[src/rtl/bypass_pkg.sv]
// Shared types for the operand bypass network: in-flight entry layout,
// forward-source encoding and ALU source selector values.
package bypass_pkg;

  // Entry fields are sized for the widest supported datapath/register space.
  localparam int unsigned ENTRY_DW = 64;
  localparam int unsigned ENTRY_AW = 8;

  localparam logic ALU_SRC_GPR = 1'b0;
  localparam logic ALU_SRC_IMM = 1'b1;

  typedef enum logic [1:0] {
    FWD_NONE,
    FWD_EX,
    FWD_MEM_LOAD,
    FWD_ENTRY
  } fwd_src_t;

  typedef struct packed {
    logic                valid;
    logic [ENTRY_AW-1:0] rd;
    logic                we;
    logic                is_load;
    logic                ready;
    logic [ENTRY_DW-1:0] data;
  } entry_t;

endpackage

[src/rtl/bypass_select.sv]
// Per-operand priority match over the in-flight entries: picks the youngest
// producer of rs and returns its value, a hit flag and a load-use hazard flag.
module bypass_select
  import bypass_pkg::*;
#(
  parameter int unsigned XLEN   = 32,
  parameter int unsigned REG_AW = 5,
  parameter int unsigned DEPTH  = 3
) (
  input  entry_t [DEPTH-1:0] entries,
  input  logic [REG_AW-1:0]  rs,
  input  logic [XLEN-1:0]    gpr_value,
  input  logic [XLEN-1:0]    ex_result,
  input  logic [XLEN-1:0]    mem_load_data,
  output logic [XLEN-1:0]    value_c,
  output logic               hit_c,
  output logic               hazard_c
);

  fwd_src_t        src;
  logic [XLEN-1:0] stored;

  // Oldest first, so younger matches overwrite and win.
  always_comb begin
    src      = FWD_NONE;
    stored   = '0;
    hazard_c = 1'b0;
    for (int k = int'(DEPTH) - 1; k >= 0; k--) begin
      if (entries[k].valid && entries[k].we && (rs != '0) &&
          (REG_AW'(entries[k].rd) == rs)) begin
        hazard_c = 1'b0;
        stored   = XLEN'(entries[k].data);
        if (k == 0) begin
          src      = FWD_EX;
          hazard_c = entries[k].is_load;
        end else if (k == 1 && entries[k].is_load && !entries[k].ready) begin
          src = FWD_MEM_LOAD;
        end else begin
          src = FWD_ENTRY;
        end
      end
    end
  end

  always_comb begin
    value_c = gpr_value;
    case (src)
      FWD_EX:       value_c = ex_result;
      FWD_MEM_LOAD: value_c = mem_load_data;
      FWD_ENTRY:    value_c = stored;
      default:      value_c = gpr_value;
    endcase
  end

  assign hit_c = (src != FWD_NONE);

endmodule

[src/rtl/operand_bypass_unit.sv]
// Execute-stage operand bypass: tracks in-flight producers, resolves operands,
// stalls on load-use. Optional counters via RVCAM_BYPASS_STATS_EN.
module operand_bypass_unit
  import bypass_pkg::*;
#(
  parameter int unsigned XLEN    = 32,
  parameter int unsigned NUM_SRC = 2,
  parameter int unsigned DEPTH   = 3,
  parameter int unsigned REG_AW  = 5
) (
  input  logic                      clk,
  input  logic                      rst_n,
  input  logic                      issue_valid,
  output logic                      issue_ready,
  input  logic [REG_AW-1:0]         issue_rd,
  input  logic                      issue_rd_we,
  input  logic                      issue_is_load,
  input  logic [NUM_SRC*REG_AW-1:0] issue_rs,
  input  logic [NUM_SRC*XLEN-1:0]   gpr_value,
  input  logic [XLEN-1:0]           imm,
  input  logic [NUM_SRC-1:0]        alu_src,
  input  logic [XLEN-1:0]           ex_result,
  input  logic [XLEN-1:0]           mem_load_data,
  input  logic                      flush,
`ifdef RVCAM_BYPASS_STATS_EN
  output logic [31:0]               fwd_count,
  output logic [31:0]               stall_count,
`endif
  output logic                      op_valid,
  output logic [NUM_SRC*XLEN-1:0]   operand,
  output logic [NUM_SRC*XLEN-1:0]   src_value,
  output logic [NUM_SRC-1:0]        fwd_hit
);

  entry_t [DEPTH-1:0]           entries;
  entry_t [DEPTH-1:0]           next_entries;
  logic [NUM_SRC-1:0][XLEN-1:0] sel_value;
  logic [NUM_SRC-1:0][XLEN-1:0] operand_c;
  logic [NUM_SRC-1:0]           sel_hit;
  logic [NUM_SRC-1:0]           sel_hazard;
  logic [NUM_SRC-1:0]           stall_src;
  logic                         hazard_c;
  logic                         accept_c;

  for (genvar s = 0; s < NUM_SRC; s++) begin : g_src
    bypass_select #(
      .XLEN   (XLEN),
      .REG_AW (REG_AW),
      .DEPTH  (DEPTH)
    ) u_sel (
      .entries       (entries),
      .rs            (issue_rs[s*REG_AW +: REG_AW]),
      .gpr_value     (gpr_value[s*XLEN +: XLEN]),
      .ex_result     (ex_result),
      .mem_load_data (mem_load_data),
      .value_c       (sel_value[s]),
      .hit_c         (sel_hit[s]),
      .hazard_c      (sel_hazard[s])
    );

    // Immediate-selected sources never stall, even against a load in EX.
    assign stall_src[s] = sel_hazard[s] && (alu_src[s] == ALU_SRC_GPR);
    assign operand_c[s] = (alu_src[s] == ALU_SRC_IMM) ? imm : sel_value[s];
  end

  assign hazard_c    = |stall_src;
  assign issue_ready = !hazard_c;
  assign accept_c    = issue_valid && issue_ready && !flush;

  // Pipeline advances every cycle; data is captured as entries leave EX/MEM.
  always_comb begin
    next_entries = entries;
    next_entries[0] = '0;
    if (accept_c) begin
      next_entries[0].valid   = 1'b1;
      next_entries[0].rd      = ENTRY_AW'(issue_rd);
      next_entries[0].we      = issue_rd_we;
      next_entries[0].is_load = issue_is_load;
    end
    for (int k = 1; k < int'(DEPTH); k++) begin
      next_entries[k] = entries[k-1];
      if (k == 1) begin
        next_entries[k].valid = entries[k-1].valid && !flush;
        if (entries[k-1].is_load) begin
          next_entries[k].ready = 1'b0;
        end else begin
          next_entries[k].data  = ENTRY_DW'(ex_result);
          next_entries[k].ready = 1'b1;
        end
      end else if (k == 2 && entries[k-1].is_load) begin
        next_entries[k].data  = ENTRY_DW'(mem_load_data);
        next_entries[k].ready = 1'b1;
      end
    end
  end

  always_ff @(posedge clk or negedge rst_n) begin
    if (!rst_n) begin
      entries <= '0;
    end else begin
      entries <= next_entries;
    end
  end

  // Data outputs hold between accepts; only op_valid drops.
  always_ff @(posedge clk or negedge rst_n) begin
    if (!rst_n) begin
      op_valid  <= 1'b0;
      operand   <= '0;
      src_value <= '0;
      fwd_hit   <= '0;
    end else begin
      op_valid <= accept_c;
      if (accept_c) begin
        operand   <= operand_c;
        src_value <= sel_value;
        fwd_hit   <= sel_hit;
      end
    end
  end

`ifdef RVCAM_BYPASS_STATS_EN
  always_ff @(posedge clk or negedge rst_n) begin
    if (!rst_n) begin
      fwd_count   <= '0;
      stall_count <= '0;
    end else begin
      if (accept_c && (|sel_hit) && (fwd_count != '1)) begin
        fwd_count <= fwd_count + 32'd1;
      end
      if (issue_valid && hazard_c && (stall_count != '1)) begin
        stall_count <= stall_count + 32'd1;
      end
    end
  end
`endif

endmodule

[config.mk]
export PLATFORM = sky130hd
export DESIGN_NAME = operand_bypass_unit
export DESIGN_NICKNAME = d
export VERILOG_FILES = /design/src/rtl/bypass_pkg.sv /design/src/rtl/bypass_select.sv /design/src/rtl/operand_bypass_unit.sv
export SDC_FILE = /design/constraint.sdc
export NUM_CORES = 1
export LEC_CHECK = 0
export CORE_MARGIN = 2
export CORE_UTILIZATION = 50
export CTS_CLUSTER_SIZE = 10
export DETAILED_ROUTE_END_ITERATION = 8
export GPL_TIMING_DRIVEN = 0
export HOLD_SLACK_MARGIN = 0.15
export PLACE_DENSITY = 0.84
export SLEW_MARGIN = 0
export SYNTH_ARGS = -nofsm -noshare
export SYNTH_HDL_FRONTEND = slang
export SYNTH_HIERARCHICAL = 1
export SYNTH_SLANG_ARGS = --single-unit
export TNS_END_PERCENT = 30
[constraint.sdc]
create_clock -name clk -period 4.5 [get_ports clk]
set_input_delay 1.35 -clock clk [delete_from_list [all_inputs] [get_ports clk]]
set_output_delay 1.35 -clock clk [all_outputs]
set_load 0.02 [all_outputs]
**Word level (Yosys, flattened, before mapping)**

Cells that the tools add are included.

- Bitwise logic cells: 2
- Muxes and demuxes: 23
- Reduce and logical (&&, ||, !) cells: 29
- Equality and inequality tests: 12

Operators with widths:

| operator | count |
|---|---|
| $mux W32 | 10 |
| $pmux W32 S3 | 2 |
| $eq A5 B5 Y1 | 6 |
| $logic_and A1 B1 Y1 | 21 |
| $mux W2 | 6 |
| $mux W11 | 1 |
| $reduce_bool A5 Y1 | 2 |
| $eq A2 B2 Y1 const B | 4 |
| $eq A2 B1 Y1 const B | 2 |
| $mux W1 | 4 |
| $reduce_bool A2 Y1 | 2 |
| $logic_not A1 Y1 | 3 |
| $not A1 Y1 | 2 |
| $reduce_or A2 Y1 | 1 |

- Logic and storage cells: 84
- Bits in registers: 219
- Output and inout port bits: 132

**Depth between registers and ports, before layout**

Gate-level depths: netlist of run 1.

- Depth after elaboration: 10
- Mapped depth: 11
- Depth with buffers taken out: 8

**Hierarchy**

The synthesis of run 1 kept the hierarchy.

By module, submodules not included:

| module | cells an instance | area an instance (µm²) | sequential area each (µm²) | times used |
|---|---|---|---|---|
| operand_bypass_unit | 524 | 8,679.6 | 5,505.3 | 1 |
| bypass_select | 239 | 1,839.3 | 0.0 | 2 |

**Worst setup path after synthesis of run 1**

Ideal clock, no wire load.

- Path kind: input port to output port
- Start point: input port issue_rs[0]
- End point: output port issue_ready
- Path slack: 0.320 ns
- Arrival time: 2.830 ns
- Stages on the path: 7
- Cell sequence: nor3_1 -> nand2_1 -> and3_1 -> buf_2 -> clkbuf_1 -> and2_1 -> a22oi_1

- Cells in the longest elaborated chain, start to end: 7
- Elaborated cells between the ends (all ways): 8

Ends and longest elaborated chain:

| element | RTL line | text |
|---|---|---|
| start, declared | operand_bypass_unit.sv:18 | `input logic [NUM_SRC*REG_AW-1:0] issue_rs,` |
| $reduce_bool A5 Y1 | bypass_select.sv:29 | `if (entries[k].valid && entries[k].we && (rs != '0) &&` |
| $logic_and A1 B1 Y1 | bypass_select.sv:29 |  |
| $logic_and A1 B1 Y1 (*) | bypass_select.sv:29 |  |
| $mux W1 (*) | bypass_select.sv:29 |  |
| via sel_hazard[0] | operand_bypass_unit.sv:40 | `logic [NUM_SRC-1:0] sel_hazard;` |
| $logic_and A1 B1 Y1 (*) | operand_bypass_unit.sv:62 | `assign stall_src[s] = sel_hazard[s] && (alu_src[s] == ALU_SRC_GPR);` |
| $reduce_or A2 Y1 (*) | operand_bypass_unit.sv:66 | `assign hazard_c = \|stall_src;` |
| $logic_not A1 Y1 (*) | operand_bypass_unit.sv:67 | `assign issue_ready = !hazard_c;` |
| end, declared | operand_bypass_unit.sv:14 | `output logic issue_ready,` |

The timed path passes the listed nets; every way through them passes the cells marked *.

**Final worst setup path of run 1**

- Start point: input port issue_rs[6]
- End point: output port issue_ready

Same word-level chain as after synthesis.

==> impl_results.md, run 1 <==
- Pins Over Slew Limit: 0
- Avg Cell Area, Syn: 12.3 µm²
- Pleak: 6.57 nW
- Largest net degree at the start of global routing: 113
- Vias in the first global route: 10.6k
- Row cnt: 57
- Max Clk Rate: 0.227 GHz
- Cells after DPL: 1635
- Clk_lat worst skew: 0.53 ns
- Die W: 161 µm
- Unrepaired setup endpoints after global routing: false
- Gr ovfl total: 0
- CP arrival: 3.05 ns
- Worst-case clock buffer depth: 3
- Final Non-Filler Cells: 1676
- RD Place Congestion: 0.944
- Worst setup path endpoint: issue_ready
- Net count after synthesis: 1181
- Tcrit/Tclk final: 97.7%
- Area after DPL: 0.0159 mm²
- Critical Path RT: 3.15 ns
- Via density: 6.07
- Flop-to-flop setup slack: 1.48 ns
- Core Box Area: 0.0242 mm²
- Initial DRC count: 913
- Setup slack after placement: -1.27 ns
- Cells after Synth: 998
- Clock slew at reported path FFs: 0.06 ns
- IO Count: 315
- Fin nets: 1522
- Worst reg2reg path startpoint: entries[222]$_DFF_PN0_
- Crit path kind: in -> out
- Critical Path Slowest Stage Cell: dlygate4sd2_1
- Hold/Removal Path Class: reg -> reg
- Setup TNS Final: 0 ns
- First-pass GRT wire length: 64800 µm
- Rel. slew slack: 37.7%
- Starting Density: 50.7%
- CP Cell Sequence: dlygate4sd2_1, xor2_1, nor4_2, and3_1, buf_12, and2_4, a22oi_1, buf_4
- Worst-path fanout max: 19
- H-tree levels: 1
- Power Total: 5.59 mW
- Final setup fails: 0
- Max-cap violations: 0
- DRC: 0
- Mapped Area: 0.0123 mm²
- Run status: finished clean
- Die area: 0.0259 mm²
- CP top delay family: simple AND/OR/NAND/NOR gates
- CP max stage delay: 0.32 ns
- Post-Route WL: 43400 µm
- Detailed placement HPWL: 31800 µm
- Critical Path Start Type: input port
- Fin Clk Skew: 0.0118 ns
- Critical path depth in cells: 8
- Vias: 10.2k
- Reg-to-Reg End: operand[51]$_DFFE_PN0P_
- Layout cell share with drive strength beyond 1: 19.7%
- Final hold violations: 0
- Worst Tran Pin Value: 0.934 ns
- Synthesis Warnings: 6
- CTS Hold Bufs: 0
- PortBufs: 312
- Crit end category: output port
- DRT Pass-1 Iters: 7
- Buf/Inv on CP: 3
- CTS tree: done
- Initial antenna violation count: 5
- Number of routed nets with antenna violations: 0
- Wire per inst: 25.9 µm
- Min Tclk post-route: 4.40 ns
- Setup ws final: 0.102 ns
- Gr usage total: 33.1%
- Area Growth Syn to Fin: 35.4%
- Maximum vdd drop: 0.303 mV
- Die height: 161 µm
- Cells on worst reg2reg path: 8
- Total CTS buffers: 26
- Critical path origin: issue_rs[6]
- Pwr/cell area: 336 mW/mm²
- Fin area: 0.0167 mm²
- Sink Count: 218
- Clock root buffer: clkbuf_16
## where the power goes
part	leakage, nW	switching [mW]	total (mW)	internal [mW]
Sequential	2.61	0.139	2.34	2.20
Clock	0.347	0.786	1.86	1.08
Combinational	3.61	0.668	1.39	0.722
Total	6.57	1.59	5.59	4.00
## metal layers
layer / GRT usage [%] / vias to the layer above / wire length [µm]
met2: 54.4 / 592 / 20600
met5: 0 / - / 13
li1: - / 4412 / -
met3: 9.14 / 102 / 4670
met1: 42.5 / 5065 / 16700
met4: 11.0 / 2 / 1440
## cell usage in the layout, fill, tap and decap left out, types with 6 or more instances in the layout
master and n:
o311ai_2 12, nand3_1 6, buf_12 12, a221oi_2 28, o311ai_1 24, and2_1 7, o31ai_1 28, clkbuf_16 27
nand2_1 38, buf_2 12, nor2_1 32, mux2i_1 64, buf_6 13, clkbuf_1 56, nand4_1 64, nor2b_1 35
clkdlybuf4s50_1 300, dlygate4sd2_1 6, xor2_1 26, a2bb2oi_2 18, inv_1 29, and3_1 9, mux2_1 110, dfrtp_1 218
a2bb2oi_1 18, mux2_2 116, buf_4 6
## worst min-delay path by stage
stage                           start                endpoint  slack (ns)  depth (start not counted)
2_1_floorplan  entries[142]$_DFF_PN0_  entries[218]$_DFF_PN0_        0.36                          0
3_3_place_gp   entries[142]$_DFF_PN0_  entries[218]$_DFF_PN0_        0.37                          0
3_5_place_dp   entries[142]$_DFF_PN0_  entries[218]$_DFF_PN0_        0.37                          0
4_1_cts        entries[142]$_DFF_PN0_  entries[218]$_DFF_PN0_        0.39                          0
5_1_grt        entries[142]$_DFF_PN0_  entries[218]$_DFF_PN0_        0.41                          0
6_report       entries[151]$_DFF_PN0_  entries[227]$_DFF_PN0_        0.39                          0
## registers in the layout, summed over array words and instances (netlist names)
signal / cells
fwd_hit: 2
operand: 64
entries: 88
src_value: 64
## repair_timing
item                                    4_1_cts  5_1_grt
endpoints found under the setup margin        1        1
pin swaps                                     4        4
setup buffers                                 2        0
resized for setup                            28        7
## layout make-up
cell class              instances  area, µm²
diodes                          4       10.0
plain buffers                  90        668
clock buffers                  36        709
clock inverters                 1       5.00
fillers                      1773       7600
inverters                      33        129
multi-input cells             655       6110
flip-flops and latches        218       5460
well taps                     324        405
repair buffers                315       3160
## metrics by stage
stage | hold slack [ns] | utilization (%)
final | 0.392 | 68.7
after global routing | 0.406 | 68.7
after CTS | 0.387 | 68.6
after detailed placement | 0.375 | 65.4
after global placement | 0.366 | 65.3
after floorplan | 0.359 | -
(Power assumes the default switching activity.)
==> inputs of run 2 (changes only) <==
--- a/config.mk
+++ b/config.mk
@@ -5,13 +5,14 @@
 export SDC_FILE = /design/constraint.sdc
 export NUM_CORES = 1
 export LEC_CHECK = 0
+export CAP_MARGIN = 20
 export CORE_MARGIN = 2
-export CORE_UTILIZATION = 50
+export CORE_UTILIZATION = 44
 export CTS_CLUSTER_SIZE = 10
 export DETAILED_ROUTE_END_ITERATION = 8
 export GPL_TIMING_DRIVEN = 0
 export HOLD_SLACK_MARGIN = 0.15
-export PLACE_DENSITY = 0.84
+export PLACE_DENSITY = 0.76
 export SLEW_MARGIN = 0
 export SYNTH_ARGS = -nofsm -noshare
 export SYNTH_HDL_FRONTEND = slang
==> impl_results.md, run 2 (same netlist as run 1, synthesis figures left out) <==
- Run status: finished clean
- Cells after DPL: 1689 (+3.3%)
- Tcrit/Tclk final: 98.1% (+0.34 points)
- Gr usage total: 29.8% (-3.2 points)
- Worst-case clock buffer depth: 3 (unchanged)
- CTS tree: done
- Fillcell total: 2333 (+32%)
- CP top delay family: simple AND/OR/NAND/NOR gates
- Min Tclk post-route: 4.41 ns (+0.0152 ns)
- DRT Pass-1 Iters: 5 (-2)
- H-tree levels: 1 (unchanged)
- Die area: 0.0293 mm² (+13%)
- Fin Clk Skew: 0.00974 ns (-0.00205 ns)
- Hold Crit Start: entries[142]$_DFF_PN0_
- Number of routed nets with antenna violations: 0 (unchanged)
- Power Total: 5.59 mW (about the same)
- First-pass GRT wire length: 65300 µm (+0.64%)
- Via density: 5.78 (-4.9%)
- Maximum vdd drop: 0.268 mV (-12%)
- Worst Tran Pin Value: 0.954 ns (+0.0203 ns)
- Max Clk Rate: 0.227 GHz (-0.35%)
- Sink Count: 218 (unchanged)
- Clk_lat worst skew: 0.53 ns (about the same)
- Worst Hold Slack: 0.383 ns (-0.00947 ns)
- Max reg flops: 88 (unchanged)
- IO Count: 315 (unchanged)
- Wire per inst: 25.5 µm (-1.5%)
- Largest net degree at the start of global routing: 114 (+0.88%)
- Setup ws final: 0.0865 ns (-0.0152 ns)
- Largest registers: entries: 88 flops, operand: 64 flops, src_value: 64 flops
- Crit path kind: in -> out
- Post-Route WL: 44200 µm (+1.8%)
- Largest register by flop count: entries
- Commonest non-fill, non-tap cells in the layout: clkdlybuf4s50_1, dfrtp_1, mux2_2
- Core Box Area: 0.0276 mm² (+14%)
- Fin area: 0.0167 mm² (+0.35%)
- Area Growth Syn to Fin: 35.9%
- Clock root buffer: clkbuf_16
- Pwr/cell area: 334 mW/mm² (-0.38%)
- CP Cell Sequence: dlygate4sd2_1, xor2_1, nor4_2, and3_1, buf_12, and2_4, a22oi_1, buf_2
- Initial DRC count: 833 (-8.8%)
- Most common cell after layout, fill and taps aside: clkdlybuf4s50_1
- Total CTS buffers: 26 (unchanged)
- Buf/Inv on CP: 3 (unchanged)
- Setup TNS Final: 0 ns (unchanged)
- Setup slack after placement: -1.35 ns (-0.0775 ns)
- Critical Path Start Type: input port
- Vias: 10.0k (-1.7%)
- Final Non-Filler Cells: 1732 (+3.3%)
- Initial antenna violation count: 7 (+2)
- Post-layout util: 60.5% (-8.2 points)
- CP arrival: 3.06 ns (about the same)
- Final hold violations: 0 (unchanged)
- Vias in the first global route: 10.5k (-0.49%)
- Critical Path RT: 3.15 ns (about the same)
- Starting Density: 44.5% (-6.2 points)
- Die height: 171 µm (+6.4%)
- RD Place Congestion: 0.901 (-4.6%)
- DRC: 0 (unchanged)
- Detailed placement HPWL: 32500 µm (+2.3%)
- Final setup fails: 0 (unchanged)
- Layout cell share with drive strength beyond 1: 19.5% (-0.16 points)
- PortBufs: 312 (unchanged)
- Gr ovfl total: 0 (unchanged)
- Clock slew at reported path FFs: 0.06 ns (about the same)
- Fin nets: 1523 (+0.066%)
- Rel. slew slack: 36.4% (-1.4 points)
- Pins Over Slew Limit: 0 (unchanged)
- Max-cap violations: 0 (unchanged)
- Critical Path Slowest Stage Cell: dlygate4sd2_1
- Row cnt: 61 (+7.0%)
- Worst-path fanout max: 19 (unchanged)
- CP max stage delay: 0.32 ns (about the same)
- Worst reg2reg path startpoint: entries[222]$_DFF_PN0_
- Die W: 171 µm (+6.4%)
- Pleak: 6.55 nW (-0.27%)
- Crit end category: output port
- Area after DPL: 0.0159 mm² (+0.43%)
- Critical path origin: issue_rs[6]
- Hold/Removal Path Class: reg -> reg
[run 2: power by group]
group / internal [mW] / leakage, nW / total, mW / switching [mW]
Sequential: 2.20 / 2.61 / 2.33 / 0.136
Combinational: 0.721 / 3.59 / 1.38 / 0.661
Clock: 1.08 / 0.347 / 1.87 / 0.795
[run 2: layout make-up]
type / instances / area [µm²] / area share (%)
repair buffers: 316 / 3160 / 18.9
diodes: 5 / 12.5 / 0.0749
well taps: 378 / 473 / 2.83
flip-flops and latches: 218 / 5460 / 32.6
clock buffers: 36 / 709 / 4.25
plain buffers: 90 / 668 / 4.00
multi-input cells: 655 / 6100 / 36.5
clock inverters: 1 / 5.00 / 0.0300
inverters: 33 / 129 / 0.771
[run 2: layer usage]
layer	share of wire (%)	vias up	GRT usage, %
met2	47	516	48.2
met4	3.2	2	9.84
met5	0.029	-	0
met1	40	5002	38.8
met3	9.7	95	8.33
li1	-	4388	-
[run 2: repair_timing]
action | CTS | global route
hold buffers | 0 | 0
resized for setup | 28 | 2
gates cloned | 0 | 0
pin swaps | 3 | 2
endpoints found under the setup margin | 1 | 1
buffers inserted | 3 | 0
[run 2: path summary, 6_finish.rpt]
check / to / slack [ns] / cells after the start
max in group asynchronous: entries[164]$_DFF_PN0_ / 2.51 / 2
max reg2reg: operand[3]$_DFFE_PN0P_ / 1.40 / 8
min reg2reg: entries[218]$_DFF_PN0_ / 0.38 / 0
max: issue_ready / 0.09 / 8
min: entries[218]$_DFF_PN0_ / 0.38 / 0
min in group asynchronous: src_value[36]$_DFFE_PN0P_ / 0.90 / 1
==> inputs of run 3 (changes only) <==
--- a/config.mk
+++ b/config.mk
@@ -6,7 +6,6 @@
 export NUM_CORES = 1
 export LEC_CHECK = 0
 export CAP_MARGIN = 20
-export CORE_MARGIN = 2
 export CORE_UTILIZATION = 44
 export CTS_CLUSTER_SIZE = 10
 export DETAILED_ROUTE_END_ITERATION = 8
==> constraint.sdc (replaced) <==
create_clock -name clk -period 4.5 [get_ports clk]
set_input_delay 1.125 -clock clk [delete_from_list [all_inputs] [get_ports clk]]
set_output_delay 1.125 -clock clk [all_outputs]
set_load 0.02 [all_outputs]
==> impl_results.md, run 3 (same netlist as run 1, synthesis figures left out) <==
- Run status: finished clean
- Maximum vdd drop: 0.309 mV (+15%)
- Largest net degree at the start of global routing: 119 (+4.4%)
- Starting Density: 45.3% (+0.74 points)
- Vias in the first global route: 10.5k (-0.11%)
- Vias: 10.1k (+1.3%)
- Number of routed nets with antenna violations: 0 (unchanged)
- Max reg flops: 88 (unchanged)
- Clock slew at reported path FFs: 0.06 ns (about the same)
- Detailed placement HPWL: 32000 µm (-1.6%)
- Cells after DPL: 1683 (-0.36%)
- Final Non-Filler Cells: 1724 (-0.46%)
- Pwr/cell area: 338 mW/mm² (+0.99%)
- Initial antenna violation count: 7 (unchanged)
- DRT Pass-1 Iters: 5 (unchanged)
- Core Box Area: 0.0272 mm² (-1.6%)
- Tcrit/Tclk final: 96.9% (-1.2 points)
- Worst Hold Slack: 0.385 ns (+0.00268 ns)
- Worst reg2reg path startpoint: entries[222]$_DFF_PN0_
- Fin Clk Skew: 0.0110 ns (+0.00122 ns)
- Critical path origin: issue_rs[6]
- Clk_lat worst skew: 0.53 ns (about the same)
- RD Place Congestion: 0.896 (-0.54%)
- CP arrival: 3.24 ns (+0.18 ns)
- Unrepaired setup endpoints after global routing: false
- IO Count: 315 (unchanged)
- Area after DPL: 0.0159 mm² (about the same)
- Pleak: 6.56 nW (about the same)
- First-pass GRT wire length: 64400 µm (-1.3%)
- Crit end category: output port
- Die area: 0.0286 mm² (-2.3%)
- Initial DRC count: 936 (+12%)
- Setup TNS Final: 0 ns (unchanged)
- Final hold violations: 0 (unchanged)
- Worst Tran Pin Value: 0.962 ns (+0.00790 ns)
- Layout cell share with drive strength beyond 1: 19.5% (-0.031 points)
- Cells on worst reg2reg path: 8 (unchanged)
- Row cnt: 60 (-1.6%)
- Gr usage total: 30.2% (+0.35 points)
- Crit path kind: in -> out
- Rel. slew slack: 35.8% (-0.53 points)
- Post-Route WL: 43400 µm (-1.9%)
- Clock root buffer: clkbuf_16
- Largest register by flop count: entries
- Max-cap violations: 0 (unchanged)
- Fin nets: 1522 (-0.066%)
- Die height: 169 µm (-1.2%)
- Hold path cells: 0 (unchanged)
- Area Growth Syn to Fin: 36.0% (about the same)
- Worst-path fanout max: 19 (unchanged)
- Worst-case clock buffer depth: 3 (unchanged)
- H-tree levels: 1 (unchanged)
- CTS tree: done
- Largest registers: entries: 88 flops, operand: 64 flops, src_value: 64 flops
- Critical Path RT: 3.38 ns (+0.23 ns)
- Sink Count: 218 (unchanged)
- Max Clk Rate: 0.229 GHz (+1.2%)
- Min Tclk post-route: 4.36 ns (-0.0534 ns)
- DRC: 0 (unchanged)
- Fin area: 0.0167 mm² (about the same)
- PortBufs: 312 (unchanged)
- Final setup fails: 0 (unchanged)
- Hold Crit Start: entries[151]$_DFF_PN0_
- CTS Hold Bufs: 0 (unchanged)
- Hold/Removal Path Class: reg -> reg
- Die W: 169 µm (-1.2%)
- Most common cell after layout, fill and taps aside: clkdlybuf4s50_1
- Commonest non-fill, non-tap cells in the layout: clkdlybuf4s50_1, dfrtp_1, mux2_2
- Total CTS buffers: 26 (unchanged)
- Fillcell total: 2235 (-4.2%)
- Pins Over Slew Limit: 0 (unchanged)
- Gr ovfl total: 0 (unchanged)
- Wire per inst: 25.2 µm (-1.4%)
- Via density: 5.88 (+1.8%)
- Critical Path Start Type: input port
[run 3: cell types whose count changed in the layout (fill, tap and decap cells not counted), sizes merged]
cell	previous run	this run
dlygate4sd2	10	0
clkdlybuf4s50	300	309
buf	49	47
clkbuf	83	82
clkdlybuf4s15	0	1
clkinv	1	0
diode	5	6
dlymetal6s2s	0	1
[run 3: through the flow]
step | util (%) | power, mW | setup WS (ns)
after floorplan | - | 2.97 | 0.770
after global placement | 58.5 | 3.71 | -7.21
after detailed placement | 58.6 | 3.74 | -0.847
after CTS | 61.3 | 5.67 | 0.0254
after global routing | 61.5 | 5.85 | 0.0131
final | 61.5 | 5.65 | 0.140
[run 3: repair_timing]
action / CTS / global route
gates cloned: 0 / 0
resized for setup: 7 / 5
pin swaps: 0 / 1
endpoints found under the setup margin: 1 / 1
buffers inserted: 0 / 2
[run 3: cell type report]
type | count | area (µm²) | area share [%]
antenna | 6 | 15.0 | 0.0898
buffer | 90 | 651 | 3.89
clock buffer | 35 | 746 | 4.46
inverter | 33 | 129 | 0.771
multi-input combinational | 655 | 6090 | 36.4
sequential | 218 | 5460 | 32.6
tap | 372 | 465 | 2.78
timing repair buffer | 315 | 3170 | 19.0
[run 3: path summary, 6_finish.rpt]
path | to | slack [ns]
min in group asynchronous | operand[35]$_DFFE_PN0P_ | 0.61
setup / recovery | issue_ready | 0.14
hold / removal | entries[227]$_DFF_PN0_ | 0.39
max in group asynchronous | src_value[48]$_DFFE_PN0P_ | 2.78
hold reg to reg | entries[227]$_DFF_PN0_ | 0.39
setup reg to reg | operand[1]$_DFFE_PN0P_ | 1.43
[run 3: worst max-delay path: stages]
cell and delay [ns]:
clkdlybuf4s50_1 0.53, xor2_1 0.22, nor4_2 0.30, and3_1 0.22
buf_6 0.23, and2_1 0.23, a22oi_1 0.08, clkdlybuf4s15_2 0.28
[run 3: report_power, final]
part	switching, mW	leakage [nW]	internal, mW
Sequential	0.135	2.61	2.20
Clock	0.800	0.366	1.13
Combinational	0.661	3.58	0.724
[run 3: metal layers]
metal  wire length, µm  vias to the layer above  global-route usage (%)  part of all wire, %
met5                40                        -                       0                0.092
met4              1580                        6                    11.8                  3.6
met3              4220                      111                    7.93                  9.7
met2             19800                      575                    48.5                   46
met1             17700                     5046                    38.9                   41
li1                  -                     4397                       -                    -
